<file path="config.mk">
export PLATFORM = sky130hd
export DESIGN_NAME = autosym_expand_eval_flat
export DESIGN_NICKNAME = d
export VERILOG_FILES = /design/src/rtl/autosym_expand_eval_if.sv /design/src/rtl/autosym_expand_eval.sv /design/src/flat_wrapper.sv
export SDC_FILE = /design/constraint.sdc
export NUM_CORES = 2
export LEC_CHECK = 0
export CORE_UTILIZATION = 30
export CTS_CLUSTER_SIZE = 30
export DETAILED_ROUTE_END_ITERATION = 8
export PLACE_DENSITY = 0.47
export SLEW_MARGIN = 0
export SYNTH_ARGS = -nofsm -noshare
export SYNTH_HDL_FRONTEND = slang
export SYNTH_SLANG_ARGS = --single-unit
</file>
<file path="constraint.sdc">
create_clock -name clk -period 4.3 [get_ports clk]
set_clock_uncertainty 0.05 [all_clocks]
set_input_delay 0.86 -clock clk [delete_from_list [all_inputs] [get_ports clk]]
set_output_delay 0.86 -clock clk [all_outputs]
set_load 0.01 [all_outputs]
</file>
<file path="src/rtl/autosym_expand_eval_if.sv">
// Interface bundling the three handshake channels of autosym_expand_eval:
// the configuration request channel, the input-vector channel and the
// result channel, plus the armed/cfg_err status flags.
//   master : driver side (issues config ops, input vectors, accepts results)
//   slave  : evaluator side (autosym_expand_eval)
interface autosym_expand_eval_if #(
  parameter int N_IN = 16,
  parameter int K    = 9,
  parameter int TT_W = 32
);
  localparam int TT_WORDS = (1 << K) / TT_W;
  localparam int ROW_AW   = (K > 1) ? $clog2(K) : 1;
  localparam int WORD_AW  = (TT_WORDS > 1) ? $clog2(TT_WORDS) : 1;
  localparam int ADDR_W   = (ROW_AW > WORD_AW) ? ROW_AW : WORD_AW;
  localparam int DATA_W   = (N_IN > TT_W) ? N_IN : TT_W;

  // configuration channel
  logic              cfg_valid;
  logic              cfg_ready;
  logic [1:0]        cfg_op;
  logic [ADDR_W-1:0] cfg_addr;
  logic [DATA_W-1:0] cfg_data;
  // status
  logic              armed;
  logic              cfg_err;
  // input-vector channel
  logic              in_valid;
  logic              in_ready;
  logic [N_IN-1:0]   in_x;
  // result channel
  logic              out_valid;
  logic              out_ready;
  logic [K-1:0]      out_z;
  logic              out_y;

  modport master (
    output cfg_valid, cfg_op, cfg_addr, cfg_data,
    output in_valid, in_x, out_ready,
    input  cfg_ready, armed, cfg_err, in_ready, out_valid, out_z, out_y
  );

  modport slave (
    input  cfg_valid, cfg_op, cfg_addr, cfg_data,
    input  in_valid, in_x, out_ready,
    output cfg_ready, armed, cfg_err, in_ready, out_valid, out_z, out_y
  );
endinterface

</file>
<file path="src/rtl/autosym_expand_eval.sv">
// autosym_expand_eval: evaluates f(x) = f_k(A.x) over GF(2), the expansion
// of an autosymmetric restriction f_k back to the original N_IN inputs.
// A (K rows of N_IN bits) and the 2^K-bit truth table of f_k are loaded at
// run time through the config channel while disarmed; once armed, input
// vectors stream through a two-stage pipeline:
//   S1: z[i] = parity(A[i] & x)
//   S2: out_z = z, out_y = TT[z]
// Ports:
//   clk  : single rising-edge clock
//   rst  : synchronous active-high reset (clears config, flushes pipeline)
//   bus  : autosym_expand_eval_if.slave (cfg / in / out channels, status)
module autosym_expand_eval #(
  parameter int N_IN = 16,
  parameter int K    = 9,
  parameter int TT_W = 32
) (
  input  logic                 clk,
  input  logic                 rst,
  autosym_expand_eval_if.slave bus
);
  localparam int TT_BITS  = 1 << K;
  localparam int TT_WORDS = TT_BITS / TT_W;
  localparam int BIT_AW   = $clog2(TT_W);
  localparam int ROW_AW   = (K > 1) ? $clog2(K) : 1;
  localparam int WORD_AW  = (TT_WORDS > 1) ? $clog2(TT_WORDS) : 1;
  localparam int ADDR_W   = (ROW_AW > WORD_AW) ? ROW_AW : WORD_AW;

  // Address limits widened by one bit so the range checks cannot wrap.
  localparam logic [ADDR_W:0] ROW_LIM  = (ADDR_W + 1)'(K);
  localparam logic [ADDR_W:0] WORD_LIM = (ADDR_W + 1)'(TT_WORDS);

  localparam logic [1:0] OP_ROW    = 2'd0;
  localparam logic [1:0] OP_TT     = 2'd1;
  localparam logic [1:0] OP_ARM    = 2'd2;
  localparam logic [1:0] OP_DISARM = 2'd3;

  typedef enum logic [1:0] {
    ST_DISARMED = 2'd0,
    ST_ARMED    = 2'd1,
    ST_DRAIN    = 2'd2
  } state_t;

  state_t       state_reg;
  logic         armed_reg;
  logic         cfg_err_reg;

  logic         s1_valid_reg;
  logic [K-1:0] s1_z_reg;
  logic         s2_valid_reg;
  logic [K-1:0] out_z_reg;
  logic         out_y_reg;

  logic [K-1:0]      z_next;
  logic [TT_W-1:0]   tt_words [TT_WORDS];

  logic              cfg_fire;
  logic              in_fire;
  logic              s2_load;
  logic              is_disarmed;
  logic              is_armed;
  logic              row_ok;
  logic              word_ok;
  logic              row_we;
  logic              tt_we;
  logic              err_set;
  logic              arm_go;
  logic              disarm_go;
  logic              pipe_empty;

  // ---------------------------------------------------------------------
  // Handshake and config decode
  // ---------------------------------------------------------------------
  assign is_disarmed = (state_reg == ST_DISARMED);
  assign is_armed    = (state_reg == ST_ARMED);

  // Config is refused only while the pipeline drains after a disarm.
  assign bus.cfg_ready = (state_reg != ST_DRAIN);
  assign cfg_fire      = bus.cfg_valid & bus.cfg_ready;

  // S2 can take new data when empty or when its result leaves this cycle.
  assign s2_load      = ~s2_valid_reg | bus.out_ready;
  assign bus.in_ready = is_armed & (~s1_valid_reg | s2_load);
  assign in_fire      = bus.in_valid & bus.in_ready;

  assign row_ok  = ({1'b0, bus.cfg_addr} < ROW_LIM);
  assign word_ok = ({1'b0, bus.cfg_addr} < WORD_LIM);

  assign row_we    = cfg_fire & is_disarmed & (bus.cfg_op == OP_ROW) & row_ok;
  assign tt_we     = cfg_fire & is_disarmed & (bus.cfg_op == OP_TT) & word_ok;
  assign arm_go    = cfg_fire & is_disarmed & (bus.cfg_op == OP_ARM);
  assign disarm_go = cfg_fire & is_armed & (bus.cfg_op == OP_DISARM);

  // Errors: out-of-range writes while disarmed, or any non-disarm op while
  // armed (those are accepted but have no effect on A or the table).
  assign err_set = cfg_fire & (
      (is_disarmed & (bus.cfg_op == OP_ROW) & ~row_ok) |
      (is_disarmed & (bus.cfg_op == OP_TT)  & ~word_ok) |
      (is_armed    & (bus.cfg_op != OP_DISARM)));

  assign pipe_empty = ~s1_valid_reg & ~s2_valid_reg;

  // ---------------------------------------------------------------------
  // Matrix rows: each row owns its register and its GF(2) dot product.
  // ---------------------------------------------------------------------
  generate
    for (genvar gi = 0; gi < K; gi++) begin : g_row
      logic [N_IN-1:0] row_reg;

      always_ff @(posedge clk) begin
        if (rst) begin
          row_reg <= '0;
        end else if (row_we && (bus.cfg_addr == ADDR_W'(gi))) begin
          row_reg <= bus.cfg_data[N_IN-1:0];
        end
      end

      assign z_next[gi] = ^(row_reg & bus.in_x);
    end
  endgenerate

  // ---------------------------------------------------------------------
  // Truth table: TT_WORDS words of TT_W bits, word w holds TT bits
  // [w*TT_W +: TT_W]; bit z lives in word z[K-1:BIT_AW], bit z[BIT_AW-1:0].
  // ---------------------------------------------------------------------
  generate
    for (genvar gi = 0; gi < TT_WORDS; gi++) begin : g_tt
      logic [TT_W-1:0] word_reg;

      always_ff @(posedge clk) begin
        if (rst) begin
          word_reg <= '0;
        end else if (tt_we && (bus.cfg_addr == ADDR_W'(gi))) begin
          word_reg <= bus.cfg_data[TT_W-1:0];
        end
      end

      assign tt_words[gi] = word_reg;
    end
  endgenerate

  // ---------------------------------------------------------------------
  // Control FSM
  // ---------------------------------------------------------------------
  always_ff @(posedge clk) begin
    if (rst) begin
      state_reg   <= ST_DISARMED;
      armed_reg   <= 1'b0;
      cfg_err_reg <= 1'b0;
    end else begin
      if (err_set) begin
        cfg_err_reg <= 1'b1;
      end
      case (state_reg)
        ST_DISARMED: begin
          if (arm_go) begin
            state_reg <= ST_ARMED;
            armed_reg <= 1'b1;
          end
        end
        ST_ARMED: begin
          // A vector accepted in the same cycle as the disarm is already
          // in S1 next cycle, so DRAIN waits for it.
          if (disarm_go) begin
            state_reg <= ST_DRAIN;
          end
        end
        ST_DRAIN: begin
          if (pipe_empty) begin
            state_reg <= ST_DISARMED;
            armed_reg <= 1'b0;
          end
        end
        default: begin
          state_reg <= ST_DISARMED;
          armed_reg <= 1'b0;
        end
      endcase
    end
  end

  // ---------------------------------------------------------------------
  // Evaluation pipeline
  // ---------------------------------------------------------------------
  always_ff @(posedge clk) begin
    if (rst) begin
      s1_valid_reg <= 1'b0;
      s1_z_reg     <= '0;
      s2_valid_reg <= 1'b0;
      out_z_reg    <= '0;
      out_y_reg    <= 1'b0;
    end else begin
      // S2 only changes when it may load, so a stalled result stays put.
      if (s2_load) begin
        s2_valid_reg <= s1_valid_reg;
        if (s1_valid_reg) begin
          out_z_reg <= s1_z_reg;
          out_y_reg <= tt_words[s1_z_reg[K-1:BIT_AW]][s1_z_reg[BIT_AW-1:0]];
        end
      end

      if (in_fire) begin
        s1_valid_reg <= 1'b1;
        s1_z_reg     <= z_next;
      end else if (s2_load) begin
        s1_valid_reg <= 1'b0;
      end
    end
  end

  assign bus.armed     = armed_reg;
  assign bus.cfg_err   = cfg_err_reg;
  assign bus.out_valid = s2_valid_reg;
  assign bus.out_z     = out_z_reg;
  assign bus.out_y     = out_y_reg;

endmodule

</file>
<file path="src/flat_wrapper.sv">
// flat-port wrapper written by rule: the top's interface ports become plain ports
module autosym_expand_eval_flat 
#(
  parameter int N_IN = 16,
  parameter int K    = 9,
  parameter int TT_W = 32
)
  (clk, rst, bus_cfg_valid, bus_cfg_op, bus_cfg_addr, bus_cfg_data, bus_in_valid, bus_in_x, bus_out_ready, bus_cfg_ready, bus_armed, bus_cfg_err, bus_in_ready, bus_out_valid, bus_out_z, bus_out_y);
  autosym_expand_eval_if #(.N_IN(N_IN), .K(K), .TT_W(TT_W)) bus_i ();
  input  logic clk;
  input  logic rst;
  input wire logic [$bits(bus_i.cfg_valid)-1:0] bus_cfg_valid;
  input wire logic [$bits(bus_i.cfg_op)-1:0] bus_cfg_op;
  input wire logic [$bits(bus_i.cfg_addr)-1:0] bus_cfg_addr;
  input wire logic [$bits(bus_i.cfg_data)-1:0] bus_cfg_data;
  input wire logic [$bits(bus_i.in_valid)-1:0] bus_in_valid;
  input wire logic [$bits(bus_i.in_x)-1:0] bus_in_x;
  input wire logic [$bits(bus_i.out_ready)-1:0] bus_out_ready;
  output wire logic [$bits(bus_i.cfg_ready)-1:0] bus_cfg_ready;
  output wire logic [$bits(bus_i.armed)-1:0] bus_armed;
  output wire logic [$bits(bus_i.cfg_err)-1:0] bus_cfg_err;
  output wire logic [$bits(bus_i.in_ready)-1:0] bus_in_ready;
  output wire logic [$bits(bus_i.out_valid)-1:0] bus_out_valid;
  output wire logic [$bits(bus_i.out_z)-1:0] bus_out_z;
  output wire logic [$bits(bus_i.out_y)-1:0] bus_out_y;
  assign bus_i.cfg_valid = bus_cfg_valid;
  assign bus_i.cfg_op = bus_cfg_op;
  assign bus_i.cfg_addr = bus_cfg_addr;
  assign bus_i.cfg_data = bus_cfg_data;
  assign bus_i.in_valid = bus_in_valid;
  assign bus_i.in_x = bus_in_x;
  assign bus_i.out_ready = bus_out_ready;
  assign bus_cfg_ready = bus_i.cfg_ready;
  assign bus_armed = bus_i.armed;
  assign bus_cfg_err = bus_i.cfg_err;
  assign bus_in_ready = bus_i.in_ready;
  assign bus_out_valid = bus_i.out_valid;
  assign bus_out_z = bus_i.out_z;
  assign bus_out_y = bus_i.out_y;
  autosym_expand_eval #(.N_IN(N_IN), .K(K), .TT_W(TT_W)) u_core (.clk(clk), .rst(rst), .bus(bus_i));
endmodule
</file>
Yosys cells after proc, flatten, opt, wreduce, memory -nomap -nowiden
Cells that the tools add are included.
- bitwise operators: 32
- reduce and logical (&&, ||, !) cells: 41
- eq/ne operators: 25
- mux-type cells: 14
- order comparisons: 3
- operators with widths (operator ; count):
    $and A16 B16 Y16 ; 9
    $reduce_xor A16 Y1 ; 9
    $bmux W32 S4 ; 1
    $mux W32 ; 2
    $eq A4 B4 Y1 const B ; 8
    $logic_and A1 B1 Y1 ; 25
    $eq A4 B3 Y1 const B ; 4
    $and A1 B1 Y1 ; 15
    $eq A4 B2 Y1 const B ; 2
    $ne A2 B2 Y1 const B ; 4
    $eq A2 B2 Y1 const B ; 3
    $lt A5 B6 Y1 const B ; 1
    $mux W2 ; 3
    $pmux W2 S3 ; 1
    $reduce_and A3 Y1 ; 2
    $bmux W1 S5 ; 1
    $ge A5 B5 Y1 const B ; 1
    $mux W1 ; 5
    $not A4 Y5 ; 1
    $eq A2 B1 Y1 const B ; 2
    $eq A4 B1 Y1 const B ; 1
    $logic_not A2 Y1 ; 2
    $logic_not A4 Y1 ; 1
    $lt A4 B4 Y1 const B ; 1
    6 further kinds ; 11
- output and inout port bits: 15
- bits in registers: 681

Logic depth before layout (Yosys ltp)
- word-level depth: 6
- mapped depth: 12

Worst setup path before layout
No wires, ideal clock.
- path kind: input-to-reg
- start point: input port bus_cfg_valid
- end point: register u_core.g_row[5].row_reg[5]
- required time: 4180 ps
- path slack: 1850 ps
- library setup time: 70 ps
- arrival time: 2330 ps
- cell stages on the path: 8
- cells stage by stage: nand2b_1 -> nor4_1 -> clkbuf_1 -> nand2_1 -> nor2_1 -> buf_2 -> nand2_1 -> a21oi_1
- longest elaborated chain between the ends: 5
- ends and longest elaborated chain (item ; line ; source):
    from (decl) ; flat_wrapper.sv:12 ; input wire logic [$bits(bus_i.cfg_valid)-1:0] bus_cfg_valid;
    $and A1 B1 Y1 ; autosym_expand_eval.sv:78 ; assign cfg_fire = bus.cfg_valid & bus.cfg_ready;
    $and A1 B1 Y1 (3 in series) ; autosym_expand_eval.sv:88 ; assign row_we = cfg_fire & is_disarmed & (bus.cfg_op == OP_ROW) & row_ok;
    $logic_and A1 B1 Y1 ; autosym_expand_eval.sv:112 ; end else if (row_we && (bus.cfg_addr == ADDR_W'(gi))) begin
    to (signal assigned) ; autosym_expand_eval.sv:113 ; row_reg <= bus.cfg_data[N_IN-1:0];
    to (decl) ; autosym_expand_eval.sv:107 ; logic [N_IN-1:0] row_reg;
Every way passes these cells.
A chain may end at the register's enable or synchronous reset.

Worst setup path after layout
- start point: register u_core.s1_z_reg[5]
- end point: register u_core.out_y_reg (netlist: u_core.bus.out_y)
- longest elaborated chain between the ends: 6
- ends and longest elaborated chain (item ; line ; source):
    from (decl) ; autosym_expand_eval.sv:48 ; logic [K-1:0] s1_z_reg;
    from (signal assigned) ; autosym_expand_eval.sv:203 ; s1_z_reg <= z_next;
    $not A4 Y5 (implied by the code) ; autosym_expand_eval.sv:197 ; out_y_reg <= tt_words[s1_z_reg[K-1:BIT_AW]][s1_z_reg[BIT_AW-1:0]];
    $bmux W32 S4 ; autosym_expand_eval.sv:197 ;
    $mux W32 (implied by the code) (2 in series) ; autosym_expand_eval.sv:197 ;
    $bmux W1 S5 ; autosym_expand_eval.sv:197 ;
    $mux W1 (implied by the code) ; autosym_expand_eval.sv:197 ;
    to (signal assigned) ; autosym_expand_eval.sv:197 ;
    to (decl) ; autosym_expand_eval.sv:51 ; logic out_y_reg;
Every way passes these cells. The select of a mux whose other input is x is not followed.

==> results.tsv <==
stage	metric	value	unit
timing	setup_viol	0	
final_layout	final_nets	3742	
global_route	global_route.overflow_total	0	
clock_tree	clock_tree.htree_level_count	3	
synth	synth_fp_nets	3820	
critical_path	critical_path_peak_fanout	30	
synth	ys_ff_latch	681	
synth	netlist-cell-type-count	55	
power	clock_power_share	48.8	%
place	gpl.final_weighted_congestion	0.8060	
timing	timing.setup.tns	0	ns
flow_run	drv_cap	0	
final_layout	fillers	10260	
route	post-route-drc-count	0	
power	static-leakage-power	0.01062	uW
final_layout	antenna-diode-count	0	
critical_path	crit_arrival	3.86	ns
critical_path	timing.rr.start	u_core.s1_z_reg[5]	
timing	hold_violations	0	
power	power_frac_comb	5.2	%
final_layout	final_cell_mix	nand2_1 (1,490), dfxtp_1 (678), a21oi_1 (676)	
clock_tree	path_clk_slew	0.06	ns
clock_tree	ctsResizeCount	0	
floorplanning	top_ports	74	
route	wl_per_cell	20.70	um
timing	maxSlewViolCount	0	
clock_tree	root_buffer	clkbuf_16	
route	via_count	25320	
final_layout	layout_commonest_cell	nand2_1	
worst_hold_path	min_path_type	reg2reg	
floorplanning	die_h	317.9	um
clock_tree	cts-buffers-inserted	77	
power	netSwitchingPower	3386	uW
global_route	globalRouteTotalUtil	20.35	%
synth	synth_area_leader_cell	dfxtp_1	
timing	maxClockFrequency	295.4	MHz
route	ant_nets	0	
timing	final.setup.worst_slack	0.9153	ns
floorplanning	placement_rows	115	
timing	portion_of_the_clock_cycle_consumed_by_the_worst_path_in_the_final_layout	78.71	%
timing	remaining_max_slew_budget_at_the_tightest_pin	29.44	%
timing	layout_min_cycle_time	3.385	ns
clock_tree	cts.repair_timing.setup_buffer_count	0	
synth	ys_async_sr_fraction	0	%
synth	dominantRegCellSynth	dfxtp_1	
outcome	outcome	finished, final reports clean	
floorplanning	core_area	98560	um2
timing	hold_slack	0.3999	ns
power	switching_share	24.39	%
power	power.density_cell_area	401.9	nW/um2
place	portBuffers	73	
critical_path	worst_reg2reg_setup_slack	0.92	ns
critical_path	worst_setup_path_end_kind	flop	
power	power_report.internal_total	10490	uW
clock_tree	clock_tree_buffer_depth	3	
critical_path	maximum_cell_stage_delay_along_the_critical_path	0.84	ns
route	first_iter_violations	1973	
synth	syn_inst	3761	
clock_tree	clock_sinks	681	
global_route	maximum_number_of_pins_on_one_net_before_global_route_repair	142	
critical_path	worst_r2r_endpoint	u_core.bus.out_y	
synth	yosysWarnings	0	
critical_path	crit_path_category	reg2reg	
synth	yosys-top-cells-area	dfxtp_1 (46%), nand2_1 (19%), a21oi_1 (11%)	
route	vias_per_cell	5.034	
critical_path	r2r.worst_path.cells	7	
synth	netlist_area	29940	um2
global_route	grt_antenna_before_repair	3	
floorplanning	fp.dieW	317.9	um
power	peak_ir_drop_on_the_vdd_network	258.9	uV
synth	synth_edf_count	0	
worst_hold_path	min-delay-start	u_core.g_tt[6].word_reg[20]	
timing	grt_setup_unrepaired	false	
critical_path	timing.critical_path.slowest_stage_cell	or3b_1	
floorplanning	start_util	30.38	%
global_route	grt_pass1_vias	24600	
timing	worst_pin_slew	1.055	ns
final_layout	area.growth.synth_to_final	15.35	%
final_layout	largest_register_ffs	512	
synth	synthesis.area_per_instance	7.960	um2
final_layout	design_area	34530	um2
synth	yosysTopAreaCellShare	45.54	%
worst_hold_path	hold_path_depth	2	
critical_path	crit_path_cell_trace	or3b_1 -> o22ai_1 -> nor4b_1 -> o21ai_0 -> a21oi_1 -> or4_1 -> nand4_1	
synth	synth_seq_area_share	45.54	%
place	dpl.cell_count	4891	
place	detailedPlacementHpwl	63580	um
critical_path	cp-start-kind	flop	
worst_hold_path	timing.hold.worst_endpoint	u_core.g_tt[6].word_reg[20]	
route	detailedRoute.firstPassIterationCount	5	
clock_tree	cts_hold_buf	0	
final_layout	layoutNonFillerInstCount	5029	
place	place_ws	0.6545	ns
global_route	global_route_wire_length_before_repair	158500	um
clock_tree	tritoncts	yes	
final_layout	layout-drive-gt1-share	9.808	%
route	totalWireLength	104100	um
clock_tree	clk-insertion-delay-late	0.64	ns
floorplanning	die_area	101100	um2
place	postPlaceCellArea	31970	um2
power	seq_power_share	46.0	%
critical_path	worst-endpoint-required	4.78	ns
[per-stage QoR]
step | util [%] | power [uW]
floorplan | - | 6931
global placement | 32.44 | 7256
detailed placement | 32.44 | 7254
CTS | 35.04 | 14030
global route | 35.04 | 14340
finish | 35.04 | 13880
[worst max-delay path by stage]
stage                                         to  depth (start not counted)  slack, ns               start
CTS                             u_core.bus.out_y                          7       1.00  u_core.s1_z_reg[5]
finish                          u_core.bus.out_y                          7       0.92  u_core.s1_z_reg[5]
global route                    u_core.bus.out_y                          7       0.89  u_core.s1_z_reg[5]
detailed placement  u_core.g_tt[13].word_reg[23]                          9       0.65       bus_cfg_valid
floorplan             u_core.g_row[5].row_reg[5]                          8       1.85       bus_cfg_valid
global placement     u_core.g_tt[7].word_reg[27]                          7       0.71     bus_cfg_addr[2]
[routing by layer]
layer | vias to the layer above | GRT usage (%) | routed length (um)
met1 | 12350 | 27.54 | 47960
met4 | 0 | 5.081 | 2300
met2 | 547 | 34.19 | 49820
li1 | 12280 | - | -
met5 | - | 0 | 0
met3 | 138 | 2.496 | 4027
[synthesized netlist by cell type, types with 20 or more instances]
| cell type | number |
|---|---|
| xor2_1 | 36 |
| buf_2 | 20 |
| mux2i_1 | 52 |
| mux4_2 | 85 |
| xnor2_1 | 99 |
| a21oi_1 | 676 |
| nand2_1 | 1502 |
| nor2_1 | 71 |
| clkbuf_1 | 279 |
| mux4_1 | 23 |
| dfxtp_1 | 681 |
[cells by family (layout without fill, tap and decap cells)]
logic type / after synthesis / count (layout) / synth area share [%]
compound gates: 769 / 769 / 13.66
mux: 163 / 163 / 10.26
simple gates: 1663 / 1663 / 21.58
buf+inv: 350 / 331 / 5.007
flops: 681 / 681 / 45.54
xor+xnor: 135 / 135 / 3.949
[final cells by class]
cell class | instances | area, um2 | area share [%]
multi-input combinational | 2730 | 14960 | 43.32
timing repair buffer | 188 | 1742 | 5.043
tap | 1287 | 1610 | 4.663
inverter | 5 | 18.77 | 0.05435
clock inverter | 28 | 360.3 | 1.043
clock buffer | 110 | 2201 | 6.373
sequential | 681 | 13640 | 39.50
[power by group through the flow]
stage / Clock, uW / Sequential [uW] / Combinational, uW
floorplan: 0 / 6490 / 441
global placement: 0 / 6520 / 732
detailed placement: 0 / 6520 / 730
CTS: 6920 / 6380 / 730
global route: 7190 / 6380 / 769
finish: 6770 / 6390 / 725
[critical path: cells and delay by family, from the launching register on]
family / cells / cell delay (ns)
and+or+nand+nor: 4 / 1.71
AOI/OAI and AO/OA: 3 / 0.68
DFF: 1 / 0.79
No activity file was read; power rests on OpenSTA's default activity.
